File: config.mk
export PLATFORM = sky130hd
export DESIGN_NAME = spi_sensor_sequencer
export DESIGN_NICKNAME = d
export VERILOG_FILES = /design/src/rtl/spi_sensor_sequencer.sv
export SDC_FILE = /design/constraint.sdc
export NUM_CORES = 1
export LEC_CHECK = 0
export CAP_MARGIN = 20
export CORE_MARGIN = 5
export CORE_UTILIZATION = 59
export CTS_CLUSTER_SIZE = 30
export DETAILED_ROUTE_END_ITERATION = 10
export PLACE_DENSITY_LB_ADDON = 0.15
export SYNTH_ARGS = -nofsm -noshare
export SYNTH_HDL_FRONTEND = slang
export SYNTH_SLANG_ARGS = --single-unit
File: constraint.sdc
create_clock -name clk -period 4 [get_ports clk]
set_input_delay 0.4 -clock clk [delete_from_list [all_inputs] [get_ports clk]]
set_output_delay 0.4 -clock clk [all_outputs]
set_load 0.03 [all_outputs]
File: src/rtl/spi_sensor_sequencer.sv
// Command sequencer for an SPI master. It writes two sensor configuration registers,
// then periodically reads a block of data registers and packs each block into one sample word.
module spi_sensor_sequencer #(
  parameter logic [5:0] CFG0_ADDR = 6'h2D,
  parameter logic [7:0] CFG0_DATA = 8'h08,
  parameter logic [5:0] CFG1_ADDR = 6'h31,
  parameter logic [7:0] CFG1_DATA = 8'h0B,
  parameter logic [5:0] BASE_ADDR = 6'h32,
  parameter int         NUM_BYTES = 6,
  parameter int         PERIOD    = 100000,
  parameter int         TIMEOUT   = 4096
) (
  input  logic                   clk,
  input  logic                   rst,
  input  logic                   start,
  input  logic                   spi_busy,
  input  logic [7:0]             spi_rdata,
  output logic                   spi_en,
  output logic                   spi_rw,
  output logic [5:0]             spi_address,
  output logic [7:0]             spi_wdata,
  output logic [8*NUM_BYTES-1:0] sample,
  output logic                   sample_valid,
  output logic                   init_done,
  output logic                   timeout_err,
  output logic                   active
);

  localparam int PER_W = $clog2(PERIOD + 1);
  localparam int TO_W  = $clog2(TIMEOUT + 1);

  typedef enum logic [2:0] {IDLE, INIT0, INIT1, RD, WAIT} state_t;
  // PH_REQ holds en while waiting for busy to rise; PH_BUSY waits for busy to fall.
  typedef enum logic {PH_REQ, PH_BUSY} phase_t;

  state_t                 state, state_nxt;
  phase_t                 phase, phase_nxt;
  logic [2:0]             idx;
  logic [PER_W-1:0]       per_cnt;
  logic [TO_W-1:0]        to_cnt;
  logic [8*NUM_BYTES-1:0] rd_buf, burst_word;

  logic xact_done, cap_byte, last_byte, burst_go, idx_inc, init_set, to_clr, to_fire;

  // NOTE: every signal driven here gets a default first, so no path can infer a latch.
  always_comb begin
    state_nxt = state;
    phase_nxt = phase;
    xact_done = 1'b0;
    cap_byte  = 1'b0;
    last_byte = 1'b0;
    burst_go  = 1'b0;
    idx_inc   = 1'b0;
    init_set  = 1'b0;
    to_clr    = 1'b0;
    to_fire   = 1'b0;
    case (state)
      IDLE: begin
        if (start) begin
          phase_nxt = PH_REQ;
          to_clr    = 1'b1;
          if (init_done) begin
            state_nxt = RD;
            burst_go  = 1'b1;
          end else begin
            state_nxt = INIT0;
          end
        end
      end
      WAIT: begin
        if (!start) begin
          state_nxt = IDLE;
        end else if (per_cnt == '0) begin
          state_nxt = RD;
          phase_nxt = PH_REQ;
          burst_go  = 1'b1;
          to_clr    = 1'b1;
        end
      end
      default: begin
        if (phase == PH_REQ) begin
          if (spi_busy) begin
            phase_nxt = PH_BUSY;
            to_clr    = 1'b1;
          end else if (to_cnt == TO_W'(TIMEOUT - 1)) begin
            to_fire = 1'b1;
          end
        end else begin
          if (!spi_busy) begin
            xact_done = 1'b1;
            to_clr    = 1'b1;
          end else if (to_cnt == TO_W'(TIMEOUT - 1)) begin
            to_fire = 1'b1;
          end
        end

        if (xact_done) begin
          phase_nxt = PH_REQ;
          case (state)
            INIT0: state_nxt = INIT1;
            INIT1: begin
              state_nxt = RD;
              init_set  = 1'b1;
              burst_go  = 1'b1;
            end
            default: begin
              cap_byte = 1'b1;
              if (idx == 3'(NUM_BYTES - 1)) begin
                last_byte = 1'b1;
                // A burst that overran the period starts the next one straight away.
                if (per_cnt == '0) burst_go = 1'b1;
                else               state_nxt = WAIT;
              end else begin
                idx_inc = 1'b1;
              end
            end
          endcase
          if (!start) state_nxt = IDLE;
        end

        if (to_fire) state_nxt = IDLE;
      end
    endcase
  end

  always_comb begin
    burst_word = rd_buf;
    burst_word[8*idx +: 8] = spi_rdata;
  end

  // NOTE: sequential state uses non-blocking assignments only, so every register
  // samples the values from before the edge regardless of statement order.
  // NOTE: the read buffer is reset along with everything else so a partial first
  // burst can never leak stale bytes; it is a handful of flops, not a RAM.
  always_ff @(posedge clk) begin
    if (rst) begin
      state        <= IDLE;
      phase        <= PH_REQ;
      idx          <= '0;
      per_cnt      <= '0;
      to_cnt       <= '0;
      rd_buf       <= '0;
      sample       <= '0;
      sample_valid <= 1'b0;
      init_done    <= 1'b0;
      timeout_err  <= 1'b0;
    end else begin
      state        <= state_nxt;
      phase        <= phase_nxt;
      sample_valid <= last_byte;

      if (burst_go)     idx <= '0;
      else if (idx_inc) idx <= idx + 3'd1;

      if (burst_go)
        per_cnt <= PER_W'(PERIOD - 1);
      else if ((state == RD || state == WAIT) && per_cnt != '0)
        per_cnt <= per_cnt - PER_W'(1);

      if (to_clr || state == IDLE || state == WAIT) to_cnt <= '0;
      else                                          to_cnt <= to_cnt + TO_W'(1);

      if (cap_byte)  rd_buf <= burst_word;
      if (last_byte) sample <= burst_word;

      if (to_fire) begin
        timeout_err <= 1'b1;
        init_done   <= 1'b0;
      end else if (init_set) begin
        init_done <= 1'b1;
      end
    end
  end

  always_comb begin
    spi_en      = 1'b0;
    spi_rw      = 1'b0;
    spi_address = '0;
    spi_wdata   = '0;
    case (state)
      INIT0: begin
        spi_en      = (phase == PH_REQ);
        spi_address = CFG0_ADDR;
        spi_wdata   = CFG0_DATA;
      end
      INIT1: begin
        spi_en      = (phase == PH_REQ);
        spi_address = CFG1_ADDR;
        spi_wdata   = CFG1_DATA;
      end
      RD: begin
        spi_en      = (phase == PH_REQ);
        spi_rw      = 1'b1;
        spi_address = BASE_ADDR + 6'(idx);
      end
      default: ;
    endcase
  end

  assign active = (state != IDLE);

endmodule

==> impl_metrics.json <==
{
  "drt_iter0_markers": 303,
  "tns_ns": 0,
  "finalWirelength_um": 13970,
  "path_clk_slew_ns": 0.06,
  "yosysMostFrequentCell": "dfxtp_1",
  "drive_gt1_share_pct": 6.478,
  "diodes": 0,
  "cts_setup_buffers": 0,
  "grt_max_degree": 97,
  "finalHoldViolCount": 0,
  "yosysWarnings": 0,
  "synthTopCellsByArea": "dfxtp_1 45%, mux2i_1 13%, nor2_1 6.9%",
  "netlist_instances": 683,
  "critical_path_arrival_ns": 3.64,
  "grt_usage_pct": 23.05,
  "htree_num_levels": 4,
  "drc_errors": 0,
  "yosys-top-cells-count": "136 x dfxtp_1, 112 x nor2_1, 77 x mux2i_1",
  "dieArea_sq_um": 12460,
  "tightest_slew_ns": 0.8215,
  "ctsHoldBuffers": 0,
  "finClkSkew_ns": 0.006824,
  "status": "finished clean",
  "vdd_ir_drop_max_mv": 0.3283,
  "clock_latency_ns": 0.53,
  "cp_data_required_time_ns": 4.39,
  "ant_nets": 0,
  "antenna_found_initial": 0,
  "cts_resized": 0,
  "gr-total-overflow": 0,
  "slew_headroom_pct": 45.03,
  "synth_edf_count": 0,
  "start_util_pct": 59.83,
  "dpl-instance-area_sq_um": 6850,
  "cp_max_fo": 12,
  "utilization_pct": 72.63,
  "fin_crit_sh_pct": 81.19,
  "port_buffers": 74,
  "ys.flop_type": "dfxtp_1",
  "path_class": "reg2reg",
  "dp.final_hpwl_um": 9361,
  "crit_path_start_kind": "flip-flop",
  "rows": 37,
  "cts_tree": "yes",
  "wl_per_cell_um": 15.93,
  "clockRootBuffer": "clkbuf_8",
  "rsz0062_at_grt": "no",
  "routabilityCongestion": 0.8326,
  "area_delta_synth_final_pct": 21.40,
  "synth_seq_cells": 136,
  "synth_seq_area_share_pct": 44.68,
  "dieWidth_um": 111.6,
  "postLayoutCellArea_sq_um": 7397,
  "synthesis.area_sq_um": 6093,
  "drv_slew": 0,
  "grt_pass1_wl_um": 23670,
  "cellLeakagePower_uw": 0.002779,
  "timing.hold.ws_ns": 0.4298,
  "powerDensity_nw_per_um2": 394.3,
  "vias": 5010,
  "cts.sinks": 136,
  "synth_cell_types": 52,
  "finalNetCount": 751,
  "async_flop_share_pct": 0,
  "fin_crit_ns": 3.248,
  "max_freq_mhz": 307.9,
  "routed_via_density": 5.713,
  "drt-pass1-iter-count": 7,
  "synth_area_leader_cell": "dfxtp_1",
  "ios": 80,
  "grt_pass1_vias": 4883,
  "netlist.area_leader.share_pct": 44.68,
  "syn_area_per_cell_sq_um": 8.921,
  "core_area_sq_um": 10180,
  "clock_path_buffers": 2,
  "setup_viol": 0,
  "endpoint_kind": "flip-flop",
  "maxCapViolCount": 0,
  "holdCritPathClass": "in2reg",
  "cts_made_buffers": 17,
  "die_h_um": 111.6
}
## registers in the layout, summed over array words and instances (netlist names)
name and flops:
per_cnt 17, init_done 1, timeout_err 1, state 3, sample 48, idx 3, to_cnt 13, rd_buf 48
phase 1, sample_valid 1
## power by group
group / leakage, uW / internal (uW) / switching, uW
logic: 0.00143 / 44.3 / 93.8
registers: 0.00110 / 1360 / 6.36
clock network: 0.000251 / 827 / 587
total: 0.00278 / 2230 / 687
## worst max-delay path, stage by stage, from the launching register on
cell and delay, ns:
dfxtp_1 0.52, inv_1 0.20, ha_1 0.40, nor2_1 0.54, and4b_1 0.66, nand2_1 0.44
mux2i_1 0.30, nor2_1 0.06
## cells in the final DEF, fill, tap and decap left out, types with 3 or more instances in the layout
| cell type | count |
|---|---|
| or3_1 | 3 |
| clkbuf_16 | 16 |
| nand3_1 | 34 |
| nand2_1 | 39 |
| o21ai_0 | 6 |
| clkdlybuf4s50_1 | 73 |
| and3_1 | 3 |
| a311oi_1 | 8 |
| or4_1 | 3 |
| xor2_1 | 14 |
| nor2_1 | 112 |
| ha_1 | 11 |
| and2_1 | 8 |
| inv_1 | 12 |
| clkinv_4 | 5 |
| dfxtp_1 | 136 |
| a21oi_1 | 32 |
| clkinvlp_4 | 5 |
| mux2i_1 | 77 |
| nand4_1 | 3 |
| xnor2_1 | 13 |
| nor4_1 | 6 |
| nor3_1 | 18 |
| a31oi_1 | 4 |
| conb_1 | 5 |
| buf_4 | 8 |
| nand2b_1 | 4 |
| a211oi_1 | 40 |
## per-layer routing
metal / GRT usage, % / wire [um] / vias to the layer above
met4: 8.759 / 268 / 0
li1: - / - / 2485
met3: 5.543 / 782 / 22
met2: 37.33 / 6744 / 141
met1: 29.84 / 6174 / 2362
met5: 0 / 0 / -
## layout make-up
type / instances / area, sq um
clock buffers: 19 / 421.7
well taps: 136 / 170.2
multi-input cells: 479 / 3102
fillers: 788 / 2788
flip-flops and latches: 136 / 2723
inverters: 12 / 45.04
clock inverters: 13 / 125.1
repair buffers: 82 / 810.8
## final timing paths
| kind | start | end | slack (ns) | depth (start not counted) |
|---|---|---|---|---|
| worst max-delay path | idx[0] | rd_buf[3] | 0.75 | 7 |
| worst min-delay path | rst | rd_buf[22] | 0.43 | 2 |
| worst max register to register | idx[0] | rd_buf[3] | 0.75 | 7 |
| worst min register to register | to_cnt[0] | to_cnt[0] | 0.45 | 1 |
## cell families after synthesis
family,after synthesis,share of synthesized area [%]
buffers and inverters,72,4.949
AND/OR/NAND/NOR,253,19.36
AO/OA/AOI/OAI,105,11.97
other,1,0.06154
adder cells (fa/ha/maj),11,2.259
flip-flops,136,44.68
XOR/XNOR,27,3.881
multiplexers,78,12.83
## stage by stage
step           std cells  setup WS, ns  power [uW]
6_report             877        0.7524        2917
5_1_grt              877        0.5298        3010
4_1_cts              877        0.7661        2940
3_5_place_dp         845        0.8052        1531
3_3_place_gp         845        0.9679        1529
2_1_floorplan        687         1.289        1486
No activity file was read; power rests on OpenSTA's default activity.
==> edit 1 (same settings) <==
Register the output `spi_rw`; this adds one clock of latency there. The other outputs are not delayed to match.
--- a/src/rtl/spi_sensor_sequencer.sv
+++ b/src/rtl/spi_sensor_sequencer.sv
@@ -33,6 +33,8 @@
   // PH_REQ holds en while waiting for busy to rise; PH_BUSY waits for busy to fall.
   typedef enum logic {PH_REQ, PH_BUSY} phase_t;
 
+  logic spi_rw_d;
+
   state_t                 state, state_nxt;
   phase_t                 phase, phase_nxt;
   logic [2:0]             idx;
@@ -174,7 +176,7 @@
 
   always_comb begin
     spi_en      = 1'b0;
-    spi_rw      = 1'b0;
+    spi_rw_d    = 1'b0;
     spi_address = '0;
     spi_wdata   = '0;
     case (state)
@@ -190,7 +192,7 @@
       end
       RD: begin
         spi_en      = (phase == PH_REQ);
-        spi_rw      = 1'b1;
+        spi_rw_d    = 1'b1;
         spi_address = BASE_ADDR + 6'(idx);
       end
       default: ;
@@ -199,5 +201,13 @@
 
   assign active = (state != IDLE);
 
+  always_ff @(posedge clk) begin
+    if (rst) begin
+      spi_rw <= '0;
+    end else begin
+      spi_rw <= spi_rw_d;
+    end
+  end
+
 endmodule
 
Check against the original RTL: not equivalent (Yosys sat finds a counterexample within 10 cycles, from zero or initial values and one cycle with rst high).
==> edit 1 against the unedited design <==
Wire length rose by 0.96%. Power rose by 5.1%. Setup slack got worse by 0.13 ns. Fmax fell by 3.9%. Cell area rose by 0.24%. Synthesized area rose by 0.47%. Sequential cell count rose by 1. Highest routed layer unchanged.
==> edit 1: results (changes against the unedited design) <==
outcome - complete, no violations
Fillers - 808 (+2.5%)
Ys Warns - 0 (unchanged)
R2R Path End - rd_buf[17]
Slew HR - 36.6% (-8.5 points)
Reg2Reg Depth - 8 (+1)
Cells after DPL - 872 (+3.2%)
Final Non-Filler Cells - 901 (+2.7%)
ANT cells - 0 (unchanged)
Worst-Skew Late Latency - 0.53 ns (about the same)
Unique masters post-synth - 48 (-7.7%)
Max clock buf depth - 2 (unchanged)
Pre-Repair DR Iteration Count - 5 (-2)
GR Util All Layers - 22.6% (-0.41 points)
peak supply drop - 0.234 mV (-29%)
Iteration-0 DRC Markers - 405 (+34%)
R2R setup slack - 0.62 ns (-0.13 ns)
HPWL after DPL - 9.14 mm (-2.4%)
final setup skew - 0.00659 ns (-0.000231 ns)
CTS H-tree depth - 4 (unchanged)
routability cong. - 0.821 (-1.4%)
highest net fanout along the worst path - 18 (+6)
Seq/Total Area, Yosys - 44.8% (+0.12 points)
Placement Setup Slack - 0.654 ns (-0.151 ns)
minimum clock period after layout - 3.38 ns (+0.132 ns)
crit path DAT - 3.77 ns (+0.13 ns)
Clock Pin Slew Worst Setup and Hold Paths - 0.06 ns (about the same)
largest net degree at the start of global routing - 98 (+1.0%)
initial antenna violation count - 0 (unchanged)
Setup Buffers After CTS - 0 (unchanged)
Hold Crit Class - primary input to register
CP startpoint - idx[0]
Post-CTS Resized - 0 (unchanged)
Largest regs - rd_buf x48, sample x48, per_cnt x17
I/O Buffers - 74 (unchanged)
main area contributors after synthesis - dfxtp_1 45%, mux2i_1 10%, nor2_1 8.3%
vias in the first global route - 5008 (+2.6%)
leak pwr - 2.82 nW (+1.4%)
CTS Buf Count - 17 (unchanged)
Setup CP Type - register to register
nets@finish - 778 (+3.6%)
Synth async-reset ratio - 0% (unchanged)
Post-synth top cells - 137 x dfxtp_1, 135 x nor2_1, 61 x mux2i_1, 51 x a21oi_1, 47 x nand2_1
Synth Instances - 712 (+4.2%)
final WL - 14.1 mm (+0.96%)
layout cells sized above 1 - 6.01% (-0.46 points)
first-pass GRT wire length - 23.4 mm (-1.0%)
root buffer cell - clkbuf_8
DR vias - 5085 (+1.5%)
edit 1: per-layer routing:
layer | GRT usage (%) | vias up | wire length, um
met4 | 7.46 | 0 | 190
met1 | 27.7 | 2390 | 6150
met2 | 39.3 | 128 | 7060
li1 | - | 2547 | -
met5 | 0 | - | 0
met3 | 5.22 | 20 | 704
edit 1: cell type report:
type                       instances  area share [%]
clock buffer                      21            6.19
clock inverter                     8            1.64
inverter                          15           0.759
multi-input combinational        505            41.7
sequential                       137            37.0
tap                              136            2.29
timing repair buffer              79            10.5
edit 1: cell families (layout without fill, tap and decap cells):
logic type | Yosys count | count (layout) | synth area share, %
mux | 61 | 61 | 9.97
compound gates | 125 | 125 | 13.2
other cells | 1 | 5 | 0.0613
buf+inv | 74 | 123 | 5.01
flops | 137 | 137 | 44.8
fa+ha+maj | 12 | 12 | 2.41
xor+xnor | 24 | 24 | 3.43
simple gates | 278 | 278 | 21.1
edit 1: worst min-delay path by stage:
| stage | start | to | slack [ns] | cells after the start |
|---|---|---|---|---|
| floorplan | to_cnt[0] | to_cnt[0] | 0.43 | 1 |
| global placement | to_cnt[0] | to_cnt[0] | 0.44 | 1 |
| detailed placement | rd_buf[31] | rd_buf[31] | 0.45 | 2 |
| CTS | rst | rd_buf[2] | 0.35 | 2 |
| global route | rst | rd_buf[2] | 0.38 | 2 |
| finish | rst | timeout_err | 0.35 | 2 |
edit 1: stage by stage:
stage	util, %	instance area, um^2
after global routing	72.5	7410
final	72.5	7410
after floorplan	-	6140
after detailed placement	66.8	6830
after global placement	66.8	6830
after CTS	72.5	7410
edit 1: power breakdown:
group | internal, mW | leakage (nW) | switching [mW]
clock | 0.986 | 0.286 | 0.550
combinational | 0.0499 | 1.43 | 0.103
sequential | 1.37 | 1.10 | 0.00812
edit 1: critical path, stage by stage (launching register included):
cell,delay (ns)
dfxtp_1,0.64
inv_1,0.18
ha_1,0.24
ha_1,0.35
nor3b_2,0.47
nand3_1,0.51
nand2b_1,0.54
mux2i_1,0.25
nor2_1,0.06
==> edit 2 (same flow settings) <==
Made on the original files. `TIMEOUT`: 4096 -> 2048.
--- a/src/rtl/spi_sensor_sequencer.sv
+++ b/src/rtl/spi_sensor_sequencer.sv
@@ -8,7 +8,7 @@
   parameter logic [5:0] BASE_ADDR = 6'h32,
   parameter int         NUM_BYTES = 6,
   parameter int         PERIOD    = 100000,
-  parameter int         TIMEOUT   = 4096
+  parameter int         TIMEOUT   = 2048
 ) (
   input  logic                   clk,
   input  logic                   rst,
Check against the original RTL: no difference found for any inputs over 10 cycles, from zero or initial values and one cycle with rst high; that may be too few to reach the edited logic, so the function may still have changed.
==> edit 2 against the unedited design <==
Sequential share of layout area down 0.36 points. Worst hold slack improved by 0.022 ns. Synthesized cell count shrank 0.15%. Wire length decreased by 1.8%. Core utilization is 0.17 points higher. Critical path depth increased by 1. Cell area is 0.24% higher. Sequential cell count fell by 1. Setup slack worse by 0.00076 ns. Cell count down 0.80%. Synthesized area grew 0.10%.
Power is not compared: it rests on default switching activity, and its combinational part moved more than twofold at a synthesized area within 25%.
==> edit 2: results (changes against the unedited design) <==
outcome - complete, no violations
Vias/cell - 5.73 (+0.26%)
Wirelength per Cell - 15.8 um (-0.99%)
post-synthesis adder-cell area fraction - 2.42% (+0.16 points)
nets@finish - 745 (-0.80%)
Slew HR - 41.6% (-3.4 points)
Iteration-0 DRC Markers - 375 (+24%)
slowest CP cell - dfxtp_1
final setup skew - 0.00789 ns (+0.00107 ns)
main area contributors after synthesis - dfxtp_1 44%, mux2i_1 11%, a211oi_1 7.1%
slowest cell delay on critical path - 0.68 ns (+0.02 ns)
Hold Crit Class - register to register
routability cong. - 0.847 (+1.7%)
vias in the first global route - 4728 (-3.2%)
layout cells sized above 1 - 7.36% (+0.88 points)
first-pass GRT wire length - 23.0 mm (-2.8%)
highest net fanout along the worst path - 15 (+3)
placed cell areas - 6820 um^2 (-0.46%)
worst hold start - to_cnt[0]
Post-synth top cells - 135 x dfxtp_1, 108 x nor2_1, 70 x mux2i_1, 58 x a211oi_1, 39 x clkbuf_1
post-synthesis xor/xnor area fraction - 2.73% (-1.2 points)
Fillers - 780 (-1.0%)
GR Util All Layers - 22.3% (-0.78 points)
mux cell area share after synthesis - 11.7% (-1.2 points)
Seq/Total Area, Yosys - 44.3% (-0.37 points)
post-synthesis compound-gate area fraction - 14.8% (+2.8 points)
==> edit 2: worst register-to-register path, cell delays in order (launching register included) <==
cell,delay (ns)
dfxtp_1,0.68
inv_1,0.20
ha_1,0.25
ha_1,0.34
nor2b_1,0.26
nand3_1,0.45
or2_2,0.60
mux2i_1,0.24
nor2_1,0.08
==> edit 2: stage by stage <==
step	power [mW]	setup WS [ns]	instances	hold slack [ns]
2_1_floorplan	1.98	1.45	686	0.418
3_3_place_gp	2.14	1.03	839	0.428
3_5_place_dp	2.15	0.833	839	0.442
4_1_cts	3.70	0.773	870	0.428
5_1_grt	3.85	0.514	870	0.464
6_report	3.68	0.752	870	0.451
==> edit 2: worst paths after layout <==
path                            depth (start not counted)          to  slack, ns
worst min-delay path                                    1   to_cnt[0]       0.45
worst min register to register                          1   to_cnt[0]       0.45
worst max-delay path                                    8  rd_buf[13]       0.75
worst max register to register                          8  rd_buf[13]       0.75
==> edit 2: routing by layer <==
layer  vias to the layer above  share of wire (%)  track usage [%]
li1                       2482                  -                -
met1                      2336                 45             28.8
met2                       149                 47             35.9
met3                        16                6.3             6.58
met4                         0                1.4             7.06
met5                         -                  0                0
==> edit 2: final cells by class <==
cell class                      count  area [um^2]  share of cell area [%]
Multi-Input combinational cell    474         3090                    41.7
Clock buffer                       22          473                    6.38
Sequential cell                   135         2700                    36.4
Tap cell                          136          170                    2.29
Inverter                           13         48.8                   0.658
Timing Repair Buffer               81          803                    10.8
Clock inverter                      9          123                    1.65
==> edit 2: power groups by stage <==
stage / sequential [mW] / clock, mW / combinational, mW
after CTS: 1.45 / 1.57 / 0.689
final: 1.45 / 1.55 / 0.689
after floorplan: 1.44 / 0 / 0.543
after detailed placement: 1.47 / 0 / 0.675
after global routing: 1.46 / 1.64 / 0.757
after global placement: 1.47 / 0 / 0.672
